## config.mk

```make
export PLATFORM = sky130hd
export DESIGN_NAME = counter_bus_master
export DESIGN_NICKNAME = d
export VERILOG_FILES = /design/src/rtl/counter_bus_master.sv
export SDC_FILE = /design/constraint.sdc
export NUM_CORES = 1
export LEC_CHECK = 0
export ABC_CLOCK_PERIOD_IN_PS = 2850
export CELL_PAD_IN_SITES_DETAIL_PLACEMENT = 2
export CELL_PAD_IN_SITES_GLOBAL_PLACEMENT = 2
export CORE_UTILIZATION = 28
export DETAILED_ROUTE_END_ITERATION = 10
export PLACE_DENSITY_LB_ADDON = 0.08
export SYNTH_ARGS = -nofsm -noshare
export SYNTH_HDL_FRONTEND = slang
export SYNTH_SLANG_ARGS = --single-unit
```

## constraint.sdc

```tcl
create_clock -name i_sysclk -period 2.85 [get_ports i_sysclk]
set_input_delay 0.4275 -clock i_sysclk [delete_from_list [all_inputs] [get_ports i_sysclk]]
set_output_delay 0.4275 -clock i_sysclk [all_outputs]
set_load 0.01 [all_outputs]
```

## src/rtl/counter_bus_master.sv

```systemverilog
// Bus initiator for the counter peripheral: one select/ack transaction at a time from a
// valid/ready command port, with timeout errors and automatic status reads on interrupt edges.
module counter_bus_master #(
  parameter int         TIMEOUT  = 15,
  parameter logic [3:0] IRQ_ADDR = 4'h0,
  parameter bit         IRQ_EN   = 1'b1
) (
  input  logic        i_sysclk,
  input  logic        i_sysrst,
  input  logic        i_cmd_valid,
  output logic        o_cmd_ready,
  input  logic        i_cmd_wr,
  input  logic [3:0]  i_cmd_addr,
  input  logic [15:0] i_cmd_data,
  output logic        o_rsp_valid,
  input  logic        i_rsp_ready,
  output logic [15:0] o_rsp_data,
  output logic        o_rsp_err,
  output logic        o_rsp_irq,
  output logic        o_bus_select,
  output logic        o_bus_wr,
  output logic [3:0]  o_reg_addr,
  output logic [15:0] o_bus_data,
  input  logic [15:0] i_bus_data,
  input  logic        i_bus_ack,
  input  logic        i_int_flg
);

  localparam int                 CNT_W    = $clog2(TIMEOUT + 1);
  localparam logic [CNT_W-1:0]   CNT_LAST = CNT_W'(TIMEOUT - 1);

  typedef enum logic [1:0] {
    S_IDLE,
    S_ISSUE,
    S_RESP
  } state_e;

  state_e            state_q, state_d;
  logic [CNT_W-1:0]  cnt_q, cnt_d;
  logic              wr_q, wr_d;
  logic [3:0]        addr_q, addr_d;
  logic [15:0]       wdata_q, wdata_d;
  logic              is_irq_q, is_irq_d;
  logic [15:0]       rsp_data_q, rsp_data_d;
  logic              rsp_err_q, rsp_err_d;
  logic              rsp_irq_q, rsp_irq_d;
  logic              int_q;
  logic              irq_pend_q, irq_pend_d;
  logic              int_rise;
  logic              irq_clr;

  assign int_rise = IRQ_EN && i_int_flg && !int_q;

  always_comb begin
    // NOTE: every signal gets its hold value first so no path through the case infers a latch.
    state_d    = state_q;
    cnt_d      = cnt_q;
    wr_d       = wr_q;
    addr_d     = addr_q;
    wdata_d    = wdata_q;
    is_irq_d   = is_irq_q;
    rsp_data_d = rsp_data_q;
    rsp_err_d  = rsp_err_q;
    rsp_irq_d  = rsp_irq_q;
    irq_clr    = 1'b0;

    case (state_q)
      S_IDLE: begin
        // A pending interrupt read always goes ahead of a waiting host command.
        if (irq_pend_q) begin
          state_d  = S_ISSUE;
          wr_d     = 1'b0;
          addr_d   = IRQ_ADDR;
          wdata_d  = 16'h0;
          is_irq_d = 1'b1;
          cnt_d    = '0;
          irq_clr  = 1'b1;
        end else if (i_cmd_valid && o_cmd_ready) begin
          state_d  = S_ISSUE;
          wr_d     = i_cmd_wr;
          addr_d   = i_cmd_addr;
          wdata_d  = i_cmd_wr ? i_cmd_data : 16'h0;
          is_irq_d = 1'b0;
          cnt_d    = '0;
        end
      end

      S_ISSUE: begin
        // Ack is checked first so an ack on the timeout edge still completes cleanly.
        if (i_bus_ack) begin
          state_d    = S_RESP;
          rsp_data_d = wr_q ? 16'h0 : i_bus_data;
          rsp_err_d  = 1'b0;
          rsp_irq_d  = is_irq_q;
        end else if (cnt_q == CNT_LAST) begin
          state_d    = S_RESP;
          rsp_data_d = 16'h0;
          rsp_err_d  = 1'b1;
          rsp_irq_d  = is_irq_q;
        end else begin
          cnt_d = cnt_q + 1'b1;
        end
      end

      S_RESP: begin
        if (i_rsp_ready) begin
          state_d    = S_IDLE;
          rsp_data_d = 16'h0;
          rsp_err_d  = 1'b0;
          rsp_irq_d  = 1'b0;
        end
      end

      default: state_d = S_IDLE;
    endcase

    // A new edge on the same cycle the pending read is launched re-arms it.
    irq_pend_d = IRQ_EN && (int_rise || (irq_pend_q && !irq_clr));
  end

  // NOTE: sequential state uses non-blocking assignments only, so every flop samples pre-edge values.
  always_ff @(posedge i_sysclk or posedge i_sysrst) begin
    if (i_sysrst) begin
      state_q    <= S_IDLE;
      cnt_q      <= '0;
      wr_q       <= 1'b0;
      addr_q     <= 4'h0;
      wdata_q    <= 16'h0;
      is_irq_q   <= 1'b0;
      rsp_data_q <= 16'h0;
      rsp_err_q  <= 1'b0;
      rsp_irq_q  <= 1'b0;
      int_q      <= 1'b0;
      irq_pend_q <= 1'b0;
    end else begin
      state_q    <= state_d;
      cnt_q      <= cnt_d;
      wr_q       <= wr_d;
      addr_q     <= addr_d;
      wdata_q    <= wdata_d;
      is_irq_q   <= is_irq_d;
      rsp_data_q <= rsp_data_d;
      rsp_err_q  <= rsp_err_d;
      rsp_irq_q  <= rsp_irq_d;
      int_q      <= i_int_flg;
      irq_pend_q <= irq_pend_d;
    end
  end

  assign o_cmd_ready  = (state_q == S_IDLE) && !irq_pend_q && !i_sysrst;
  assign o_bus_select = (state_q == S_ISSUE);
  assign o_bus_wr     = (state_q == S_ISSUE) && wr_q;
  assign o_reg_addr   = addr_q;
  assign o_bus_data   = wdata_q;
  assign o_rsp_valid  = (state_q == S_RESP);
  assign o_rsp_data   = rsp_data_q;
  assign o_rsp_err    = rsp_err_q;
  assign o_rsp_irq    = rsp_irq_q;

endmodule
```

==> summary.txt <==
Power
  • Seq pwr share: 35.4%
  • Power share of the combinational group: 46.7%
  • Switching Fraction: 36.7%
  • PwrDens: ~900 nW/um2
  • Clock Power Share: between 15 and 20%
  • Sw power: 1.07 mW
  • Max IR drop VDD: approximately 600 uV
  • Int Power: about 1.9 mW
  • Static leakage: ~1.4 nW

Placement
  • Dpl hpwl: 4350 um
  • Dpl cells: 373
  • I/O Buffers: 84
  • Setup WS pre-CTS: 795 ps
  • Area post-placement: 3070 um2
  • Routability-driven placement congestion ratio: 0.675

STA
  • Fin crit share: about 83%
  • Crit path time final: 2350 ps
  • Setup ws final: 497 ps
  • Max Transition Viols Final: 0
  • Slew HR: 58.4%
  • Clk_skew: 11.5 ps
  • Worst-margin pin slew: 624 ps
  • RSZ-0062 raised after global routing: false
  • Setup_tns: 0 ps
  • Final hold violations: 0
  • Final setup viols: 0
  • Fmax: about 0.42 GHz

Setup path
  • Crit Reg-Reg Endpoint: o_rsp_data[14]
  • CP arrival: 1930 ps
  • Critical Path RT: 2420 ps
  • CP endpoint: o_bus_wr
  • CP Cell Sequence: inv_1 -> ha_1 -> and2_1 -> clkdlybuf4s50_1
  • FF-to-FF path depth: 6
  • CP startpoint: state_q[1]
  • Crit-path leading delay family: buffers and inverters
  • Critical Path Source Type: flip-flop
  • FF-to-FF Start: state_q[1]
  • CP bufs+invs: 2
  • R2R Setup Slk: 940 ps
  • Slowest CP cell: clkdlybuf4s50_1
  • Crit path kind: reg2out
  • Worst path depth: 4
  • CP Max Fanout: 10
  • Crit end category: primary output
  • CP max stage delay: 530 ps

Synth
  • Synth Cell Area: roughly 2100 um2
  • Syn nets: 245
  • Post-synthesis sequential area ratio: 56.2%
  • Async set or reset register ratio after synthesis: 100%
  • Synthesis-stage register bit count: 48
  • Synth cell types: 39
  • Syn Area/Cell: 11.0 um2
  • Ys Warns: 0
  • Synthesized instance count: 195
  • Post-synth EDFFs: 0
  • Main synth FF type: dfrtp_1

Detailed routing
  • Detailed Route WL: between 5000 and 6000 um
  • Starting DRC count in detailed routing: 35
  • Via Count: 1753
  • Avg WL per Cell: between 15 and 20 um
  • Post-route ant nets: 0
  • Post-route DRC violation count: 0
  • Vias per cell: about 4.6
  • Drt pass-1 iters: 3

Floorplanning
  • Initial Utilization: 29.2%
  • Core area: around 7300 um2
  • FP Rows: 31
  • DIE HEIGHT: 89.4 um
  • Number of I/O pins: 85
  • Die X-Extent: slightly below 90 um
  • Die footprint: 7990 um2

Clock network
  • CTS tree: yes
  • Clock Pin Slew Worst Setup and Hold Paths: around 100 ps
  • Clock root buffer: clkbuf_8
  • CTS Hold Bufs: 0
  • Post-CTS sizing: 0
  • CTS H-tree depth: 2
  • Clock Latency Late Sink: 300 ps
  • Clk buf depth: 2
  • CTS Sinks: 48
  • Num CTS Buffers: 5
  • Post CTS Setup Buffer Count: 0

Global routing
  • Largest net degree at the start of global routing: 49
  • Initial antenna violation count: 0
  • Met2 usage: 24.3%
  • Grt met1 use: 20.9%
  • Grt peak-use layer: met2
  • Vias in the first global route: about 1800
  • GRT met3 Usage: 2.49%
  • First-pass GRT wire length: 9120 um
  • GRT Total Usage: 15.1%
  • Gr ovfl total: 0

Finish
  • # nets final: approximately 330
  • Most common cell after layout, fill and taps aside: clkdlybuf4s50_1
  • Diodes inserted: 0
  • Most frequent cells in the layout: clkdlybuf4s50_1, dfrtp_1, nand2_1
  • Post-Layout Cell Count: around 380
  • Final Cell Area: between 3000 and 4000 um2
  • Area grow syn2layout: 49.5%
  • Post-Route Utilization: 43.6%
  • Share of cells above drive strength 1: 9.22%
  • FILL cells: 762

Hold path
  • Worst Hold Class: reg2reg

Job
  • Max Cap Viol: 0

Status
  • Status: complete, no violations
-- cell usage after synthesis (2+ instances only) --
library cell | number | area (um2)
nor2_1 | 5 | 18.8
a22o_1 | 17 | 149
o31ai_1 | 3 | 22.5
nand2_1 | 41 | 154
inv_1 | 12 | 45.0
o22ai_1 | 5 | 31.3
a22oi_1 | 4 | 30.0
dfrtp_1 | 48 | 1200
o21ai_0 | 17 | 85.1
ha_1 | 7 | 87.6
buf_2 | 6 | 30.0
nand4b_1 | 2 | 17.5
mux2_2 | 2 | 22.5
-- worst reg2reg max path, cell delays in order (launching register included) --
cell and delay [ps]:
dfrtp_1 410, inv_1 140, ha_1 380, nand2b_1 180
o221ai_4 180, buf_4 340, o21ai_0 160
-- through the flow --
step                      hold WS (ps)  power [mW]
after global placement             413        2.43
after CTS                          436        2.99
after detailed placement           422        2.46
after global routing               460        3.15
after floorplan                    399        1.81
final                              429        2.93
-- how the worst min path moves through the flow --
stage          startpoint         end  cells past startpoint
3_5_place_dp        int_q  irq_pend_q                      1
5_1_grt             int_q  irq_pend_q                      1
2_1_floorplan       int_q  irq_pend_q                      1
3_3_place_gp        int_q  irq_pend_q                      1
6_report            int_q  irq_pend_q                      1
4_1_cts             int_q  irq_pend_q                      1
-- cell families (layout without fill, tap and decap cells) --
logic type	count (synthesis)	count (layout)	synth area share, %
buffers and inverters	22	109	5.15
adder cells (fa/ha/maj)	7	7	4.10
multiplexers	2	2	1.05
AND/OR/NAND/NOR	60	60	14.1
flip-flops	48	48	56.2
AO/OA/AOI/OAI	56	56	19.4
-- cell type report --
class	instances	area (um2)	share of cell area (%)
sequential	48	1200	37.6
inverter	12	45.0	1.41
tap	99	124	3.88
clock inverter	2	38.8	1.21
timing repair buffer	89	878	27.5
clock buffer	6	82.6	2.58
multi-input combinational	125	826	25.8
-- power by group through the flow --
stage,sequential [mW],clock (mW),combinational [mW]
after floorplan,1.10,0,0.712
after global placement,1.05,0,1.38
after detailed placement,1.06,0,1.40
after CTS,1.04,0.544,1.41
after global routing,1.07,0.558,1.52
final,1.04,0.526,1.37
-- per-layer routing --
layer	part of all wire, %	vias up
met1	48	853
met4	0.82	0
met5	0	-
li1	-	848
met3	4.5	5
met2	47	47
-- flip-flops by register name, indices dropped and copies added (netlist names), 2 cells and up --
| register | cells |
|---|---|
| o_rsp_data | 16 |
| state_q | 2 |
| cnt_q | 4 |
| o_bus_data | 16 |
| o_reg_addr | 4 |
Note: power is estimated with default switching activity, not from simulation.
